===== config.mk =====
export PLATFORM = sky130hd
export DESIGN_NAME = enemy_sprite_renderer
export DESIGN_NICKNAME = d
export VERILOG_FILES = /design/src/rtl/enemy_sprite_renderer.sv
export SDC_FILE = /design/constraint.sdc
export NUM_CORES = 1
export LEC_CHECK = 0
export CAP_MARGIN = 20
export CORE_ASPECT_RATIO = 1.2
export CORE_MARGIN = 5
export CORE_UTILIZATION = 51
export CTS_CLUSTER_SIZE = 16
export DETAILED_ROUTE_END_ITERATION = 10
export PLACE_DENSITY_LB_ADDON = 0.12
export SKIP_CTS_REPAIR_TIMING = 1
export SLEW_MARGIN = 20
export SYNTH_ARGS = -nofsm -noshare
export SYNTH_HDL_FRONTEND = slang
export SYNTH_SLANG_ARGS = --single-unit

===== constraint.sdc =====
create_clock -name clk -period 4.6 [get_ports clk]
set_clock_uncertainty 0.1 [all_clocks]
set_input_delay 0.92 -clock clk [delete_from_list [all_inputs] [get_ports clk]]
set_output_delay 0.92 -clock clk [all_outputs]
set_load 0.02 [all_outputs]

===== src/rtl/enemy_sprite_renderer.sv =====
// Rasterises a snapshot of every enemy plane into one VGA pixel write per cycle.
// Drawing paints with the plane's colour; erasing paints the same footprint with colour 000.
module enemy_sprite_renderer #(
  parameter int N_PLANES = 10,
  parameter int SPRITE_W = 4,
  parameter int SPRITE_H = 4,
  parameter int SCREEN_W = 160,
  parameter int SCREEN_H = 120
) (
  input  logic                    clk,
  input  logic                    reset,
  input  logic                    start,
  input  logic [1:0]              op,
  input  logic [8*N_PLANES-1:0]   enemy_x,
  input  logic [8*N_PLANES-1:0]   enemy_y,
  input  logic [3*N_PLANES-1:0]   enemy_vis,
  output logic [7:0]              vga_x,
  output logic [6:0]              vga_y,
  output logic [2:0]              vga_colour,
  output logic                    vga_plot,
  output logic                    busy,
  output logic                    done
);

  localparam int PIX = SPRITE_W * SPRITE_H;
  localparam int K_W = (PIX > 1) ? $clog2(PIX) : 1;
  localparam int P_W = (N_PLANES > 1) ? $clog2(N_PLANES) : 1;

  typedef enum logic [1:0] {IDLE, SCAN, FLUSH, DONE} state_t;

  state_t                        state;
  logic [N_PLANES-1:0][7:0]      x_s, y_s;
  logic [N_PLANES-1:0][2:0]      vis_s;
  logic [1:0]                    op_s;
  logic [P_W-1:0]                p;
  logic [K_W-1:0]                k;

  logic [7:0] cur_x, cur_y;
  logic [2:0] cur_vis;
  logic [8:0] col9, row9, sx, sy;
  logic       plane_on, last_pix, last_plane;

  assign cur_x      = x_s[p];
  assign cur_y      = y_s[p];
  assign cur_vis    = vis_s[p];
  assign col9       = 9'(int'(k) % SPRITE_W);
  assign row9       = 9'(int'(k) / SPRITE_W);
  // Nine-bit sums so sprites hanging off the right/bottom edge are clipped, not wrapped
  assign sx         = {1'b0, cur_x} + col9;
  assign sy         = {1'b0, cur_y} + row9;
  assign plane_on   = (|cur_vis) && !op_s[1];
  assign last_pix   = (k == K_W'(PIX - 1));
  assign last_plane = (p == P_W'(N_PLANES - 1));

  always_ff @(posedge clk) begin
    if (reset) begin
      state      <= IDLE;
      x_s        <= '0;
      y_s        <= '0;
      vis_s      <= '0;
      op_s       <= '0;
      p          <= '0;
      k          <= '0;
      vga_x      <= '0;
      vga_y      <= '0;
      vga_colour <= '0;
      vga_plot   <= 1'b0;
      busy       <= 1'b0;
      done       <= 1'b0;
    end else begin
      case (state)
        IDLE: begin
          vga_plot <= 1'b0;
          busy     <= 1'b0;
          done     <= 1'b0;
          if (start) begin
            x_s   <= enemy_x;
            y_s   <= enemy_y;
            vis_s <= enemy_vis;
            op_s  <= op;
            p     <= '0;
            k     <= '0;
            state <= SCAN;
          end
        end
        SCAN: begin
          busy <= 1'b1;
          if (plane_on) begin
            vga_x      <= sx[7:0];
            vga_y      <= sy[6:0];
            vga_colour <= op_s[0] ? 3'b000 : cur_vis;
            vga_plot   <= (sx < 9'(SCREEN_W)) && (sy < 9'(SCREEN_H));
            k          <= last_pix ? '0 : k + 1'b1;
          end else begin
            vga_plot <= 1'b0;
          end
          // Skipped planes cost exactly one cycle; drawn planes move on after their last pixel
          if (!plane_on || last_pix) begin
            if (last_plane) state <= FLUSH;
            else            p     <= p + 1'b1;
          end
        end
        FLUSH: begin
          vga_plot <= 1'b0;
          busy     <= 1'b1;
          done     <= 1'b1;
          state    <= DONE;
        end
        DONE: begin
          vga_plot <= 1'b0;
          busy     <= 1'b0;
          done     <= 1'b0;
          state    <= IDLE;
        end
        default: state <= IDLE;
      endcase
    end
  end

endmodule


==> results of run 1 <==
through the flow:
stage | cell area [µm²] | power, mW | util, % | hold WS (ns)
after CTS | 12740 | 6.335 | 67.31 | 0.3526
final | 12740 | 6.293 | 67.34 | 0.3516
after global placement | 12030 | 4.549 | 63.57 | 0.3391
after floorplan | 9857 | 3.960 | - | 0.3329
after detailed placement | 12030 | 4.580 | 63.57 | 0.3456
after global routing | 12740 | 6.678 | 67.34 | 0.3662
cell usage in the layout, fill, tap and decap left out, types with 5 or more instances in the layout:
master,n
nand2_1,416
dfxtp_1,221
a21oi_1,215
clkdlybuf4s50_1,214
mux2i_1,45
nor2_1,28
mux4_2,27
clkbuf_16,23
xnor2_1,12
ha_1,12
o22ai_1,10
inv_1,9
buf_4,8
a211oi_1,6
or3_1,5
nor3_1,5
mux2_2,5
clkbuf_1,5
layout make-up:
type / count / share of cell area, %
multi-input combinational: 864 / 38.82
sequential: 223 / 35.09
timing repair buffer: 225 / 17.68
clock buffer: 31 / 4.988
tap: 256 / 2.513
clock inverter: 8 / 0.5695
inverter: 10 / 0.2946
antenna: 2 / 0.03927
where the power goes:
| part | internal, mW | leakage (nW) | switching (mW) | total, mW |
|---|---|---|---|---|
| Sequential | 2.30 | 1.83 | 0.259 | 2.56 |
| Combinational | 0.846 | 2.38 | 1.13 | 1.98 |
| Clock | 1.02 | 0.349 | 0.736 | 1.76 |
| Total | 4.17 | 4.56 | 2.13 | 6.29 |
sequential cells by signal (all words and copies together) (netlist names), 2 cells and up:
signal and cells:
x_s 80, y_s 80, vis_s 30, vga_x 8, vga_y 7, k 4
p 4, vga_colour 3, op_s 2, state 2
cell families after synthesis:
family                     after synthesis  share of synthesized area [%]
AOI/OAI and AO/OA                      266                          15.44
muxes                                   77                          11.31
adders and majority gates               14                          1.929
and+or+nand+nor                        493                          20.17
buffers and inverters                  100                          4.620
xor gates and xnor gates                14                          1.244
DFF                                    223                          45.29
routing by layer:
metal | vias up | wire length (µm) | global-route usage [%] | part of all wire [%]
li1 | 4311 | - | - | -
met1 | 4021 | 10650 | 29.11 | 40
met2 | 227 | 13520 | 40.70 | 51
met3 | 40 | 1580 | 3.686 | 6.0
met4 | 0 | 688 | 7.486 | 2.6
met5 | - | 0 | 0 | 0
worst min-delay path: cells and delay by family, from the launching register on:
family	cells	cell delay, ns
and+or+nand+nor	1	0.05
DFF	1	0.30
AOI/OAI and AO/OA	1	0.05
worst min path at each step:
stage / startpoint / to / cells past startpoint
finish: x_s[23] / x_s[23] / 2
global route: y_s[33] / y_s[33] / 2
CTS: vga_y[3] / vga_y[3] / 2
detailed placement: vis_s[1] / vis_s[1] / 2
global placement: x_s[16] / x_s[16] / 2
floorplan: x_s[79] / x_s[79] / 2
==> impl_results.md, run 1 <==
* Setup TNS at 0 ns
* Post-synth EDFFs at 0
* Area Growth Syn to Fin at 29.28%
* Post-route ant nets at 0
* Maxcap violations at 0
* Slew HR at 38.86%
* Crit path launch: p[0]
* Cell variety after synth at 66
* Die Y-Extent at 162.3 µm
* 1st-iter DRT viols at 441
* Finished Layout Cells at 1619
* CTS tree: yes
* FF-to-FF Start: p[0]
* Crit. End Element: flop
* Worst-path clk slew at 0.07 ns
* Area of the multi-input gates at 4947 µm²
* Max IR drop VDD at 0.3774 mV
* Critical setup path kind: reg -> reg
* Clock Sinks at 223
* Total global routing overflow at 0
* # DRC at 0
* End of the critical path: vga_plot
* Largest net degree at the start of global routing at 127
* FF-to-FF path depth at 12
* Crit path required time at 4.88 ns
* Critical Path Max Stage Delay at 0.81 ns
* Bufs and invs on worst path at 2
* Max Root-Sink Buffers at 3
* Synth Instances at 1187
* Worst Tran Pin Value at 0.9172 ns
* Via count at 8599
* H-tree Lvls at 1
* Final Slew Violations at 0
* Yosys warns at 0
* Inst Count DP at 1578
* Die area at 22220 µm²
* Pwr dens at 493.8 nW/µm²
* Startpoint types: flop
* Top cell family by delay on the critical path: compound AO/OA/AOI/OAI gates
* Worst slack at placement at 1.285 ns
* Status: finished clean
* Core Area at 18920 µm²
* Syn_nets at 1396
* Final worst setup slack at 1.233 ns
* DPL Wire Length at 18790 µm
* Worst-path cell chain: mux4_2 > mux2i_1 > o22a_1 > inv_1 > ha_1 > a21oi_1 > inv_1 > o31ai_1 > nor2_1 > a31o_2 > o211ai_1 > a211oi_2
* Ys async rst share at 0%
* Vias per Instance at 5.311
* Period utilization at 73.19%
* CTS Root Buffer Type: clkbuf_16
* RSZ-0062 raised after global routing: false
* Mapped Area at 9857 µm²
* Synth top area share at 45.29%
* Most common cell in the netlist: nand2_1
* First-pass GRT wire length at 41800 µm
* Worst Path Arrival at 3.65 ns
* Slowest cell on the critical path: dfxtp_4
* Seq cells post-synth at 223
* Max frequency at 297.0 MHz
* FF-to-FF End: vga_plot
* GRT Total Usage at 23.22%
* Share of cells above drive strength 1 at 7.421%
* Period minus WS final at 3.367 ns
* Top cells by area, synth: dfxtp_1 (45%), nand2_1 (16%), a21oi_1 (11%), mux4_2 (6.2%), mux2i_1 (4.6%)
* Number of cells on the critical path at 12
* Final setup viols at 0
* Worst path most repeated cell: inv_1
* Port bufs at 215
* Row count at 55
* Final wirelength at 26440 µm
* DRT Pass-1 Iters at 7
* Register-to-Register Setup Slack at 1.23 ns
* Final hold vios at 0
* Initial antenna violation count at 2
* Commonest cells post-synth: nand2_1 (417), dfxtp_1 (223), a21oi_1 (215), clkbuf_1 (71), mux2i_1 (45)
* Area leader, netlist: dfxtp_1
* # IOs at 216
* Static leakage power at 4.557 nW
* Vias in the first global route at 8359
* Fillers at 1586
* Die X at 136.9 µm
* Crit Path Max Fanout at 36
* Initial core utilization at 52.09%
* # nets final at 1555
* Tightest Hold Check Type: reg -> reg
* Synth Flop Type: dfxtp_1
* Seq. cell area at 4472 µm²
* Placer Congestion at 0.8558
* Num CTS Buffers at 22
* Routed WL per cell at 16.33 µm
* Clock Latency Late Sink at 0.50 ns
* Sequential area share after synthesis at 45.29%
* Syn Area/Cell at 8.304 µm²
No activity file was read; power rests on OpenSTA's default activity.
==> run 2, diff against run 1 <==
Clock period 4.6 ns to 3.45 ns, I/O delays scaled along.
==> run 2 against run 1 <==
Net effect: total power increased by 37%; via count increased by 1.5%; final cell count increased by 0.37%; non-clock buffer count increased by 8; fmax increased by 12%; critical path type unchanged; largest cell class unchanged.
==> impl_results.md, run 2 (synthesis results as in run 1) <==
* CTS Root Buffer Type: clkbuf_16
* Worst-path clk slew at 0.06 ns (about the same)
* Final hold vios at 0 (unchanged)
* Final worst setup slack at 0.4322 ns (-0.8010 ns)
* Pwr dens at 667.1 nW/µm² (+35%)
* Via count at 8726 (+1.5%)
* Routed WL per cell at 16.50 µm (+1.0%)
* Worst Tran Pin Value at 0.6612 ns (-0.2559 ns)
* H-tree Lvls at 1 (unchanged)
* Core Area at 18920 µm² (unchanged)
* CTS tree: yes
* Switch share at 33.15% (-0.64 points)
* Setup TNS at 0 ns (unchanged)
* Sequential fraction of design power at 39.3% (-1.3 points)
* Total global routing overflow at 0 (unchanged)
* # DRC at 0 (unchanged)
* Tightest Hold Check Type: reg -> reg
* Crit path required time at 3.70 ns (-1.18 ns)
* Max Root-Sink Buffers at 3 (unchanged)
* Slew HR at 55.92% (+17 points)
* Worst slack at placement at 0.4569 ns (-0.8278 ns)
* Period minus WS final at 3.018 ns (-0.3490 ns)
* Vias in the first global route at 8165 (-2.3%)
* Max frequency at 331.4 MHz (+12%)
* Most frequent cells in the layout: nand2_1 (416), dfxtp_1 (221), a21oi_1 (215)
* # IOs at 216 (unchanged)
* Area Growth Syn to Fin at 30.96%
* First-pass GRT wire length at 41090 µm (-1.7%)
* Die Y-Extent at 162.3 µm (unchanged)
* Final Slew Violations at 0 (unchanged)
* Gate power share at 31.6% (+0.2 points)
* Clock share of power at 29.1% (+1.2 points)
* DPL Wire Length at 18890 µm (+0.56%)
* DRT Pass-1 Iters at 5 (-2)
* Largest net degree at the start of global routing at 150 (+18%)
* Vias per Instance at 5.370 (+1.1%)
* Die area at 22220 µm² (unchanged)
* Maxcap violations at 0 (unchanged)
* Worst Path Arrival at 3.27 ns (-0.38 ns)
* 1st-iter DRT viols at 541 (+23%)
* Period utilization at 87.47% (+14 points)
* Num CTS Buffers at 23 (+4.5%)
* Initial antenna violation count at 1 (-1)
* Port bufs at 215 (unchanged)
* # nets final at 1564 (+0.58%)
* Max IR drop VDD at 0.4516 mV (+20%)
* Biggest regs: x_s: 80 flops, y_s: 80 flops, vis_s: 30 flops
* Static leakage power at 4.640 nW (+1.8%)
* Clock Latency Late Sink at 0.51 ns (about the same)
* RSZ-0062 raised after global routing: false
* Crit Path Max Fanout at 27 (-25%)
* Area of the multi-input gates at 4947 µm² (unchanged)
* Critical setup path kind: reg -> reg
* Int Pwr at 5.757 mW (+38%)
* Seq. cell area at 4472 µm² (unchanged)
* Status: finished clean
* Post-route ant nets at 0 (unchanged)
* Final setup viols at 0 (unchanged)
* Initial core utilization at 52.09% (unchanged)
* Clock Sinks at 223 (unchanged)
* GRT Total Usage at 22.97% (-0.25 points)
* Startpoint types: flop
* Placer Congestion at 0.8837 (+3.3%)
* Fillers at 1551 (-2.2%)
* Crit. End Element: flop
* Die X at 136.9 µm (unchanged)
* Final wirelength at 26810 µm (+1.4%)
* Share of cells above drive strength 1 at 7.968% (+0.55 points)
* P_sw at 2.855 mW (+34%)
* Row count at 55 (unchanged)
* Commonest non-fill, non-tap cell in the layout: nand2_1
## run 2: final timing paths
kind / cells after the start / slack, ns / start / to
hold reg to reg: 2 / 0.35 / x_s[61] / x_s[61]
setup / recovery: 8 / 0.43 / p[1] / vga_x[5]
setup reg to reg: 8 / 0.43 / p[1] / vga_x[5]
hold / removal: 2 / 0.35 / x_s[61] / x_s[61]
## run 2: layer usage
metal  vias to the layer above  GRT usage, %  share of wire [%]
li1                       4338             -                  -
met1                      4065         28.30                 39
met2                       272         40.45                 51
met3                        51         3.934                7.0
met4                         0         7.713                2.8
met5                         -             0                  0
## run 2: power groups by stage
stage	Combinational [mW]	Sequential [mW]	Clock (mW)
2_1_floorplan	1.94	3.35	0
3_3_place_gp	2.69	3.42	0
3_5_place_dp	2.73	3.43	0
4_1_cts	2.74	3.38	2.54
5_1_grt	3.01	3.44	2.66
6_report	2.72	3.38	2.51
## run 2: cell type report
class	instances	share of cell area, %
Sequential cell	223	34.64
Clock buffer	31	5.001
Timing Repair Buffer	233	18.37
Multi-Input combinational cell	864	38.33
Tap cell	256	2.481
Inverter	10	0.2908
Antenna cell	1	0.01939
Clock inverter	7	0.8723
## run 2: critical path: stages, from the launching register on
cell      delay [ns]
dfxtp_4         0.61
buf_4           0.32
mux4_2          0.51
nand2b_1        0.17
a21oi_2         0.22
a31oi_4         0.21
and2_1          0.44
nor2_1          0.19
a211oi_1        0.06
## run 2: per-stage QoR
step / cell area, µm² / total power [mW] / instances / hold WS [ns] / util [%]
2_1_floorplan: 9857 / 5.280 / 1187 / 0.3329 / -
4_1_cts: 12880 / 8.664 / 1623 / 0.3519 / 68.05
6_report: 12910 / 8.611 / 1625 / 0.3517 / 68.21
3_5_place_dp: 12120 / 6.157 / 1585 / 0.3438 / 64.05
3_3_place_gp: 12120 / 6.110 / 1585 / 0.3383 / 64.05
5_1_grt: 12910 / 9.099 / 1625 / 0.3660 / 68.21
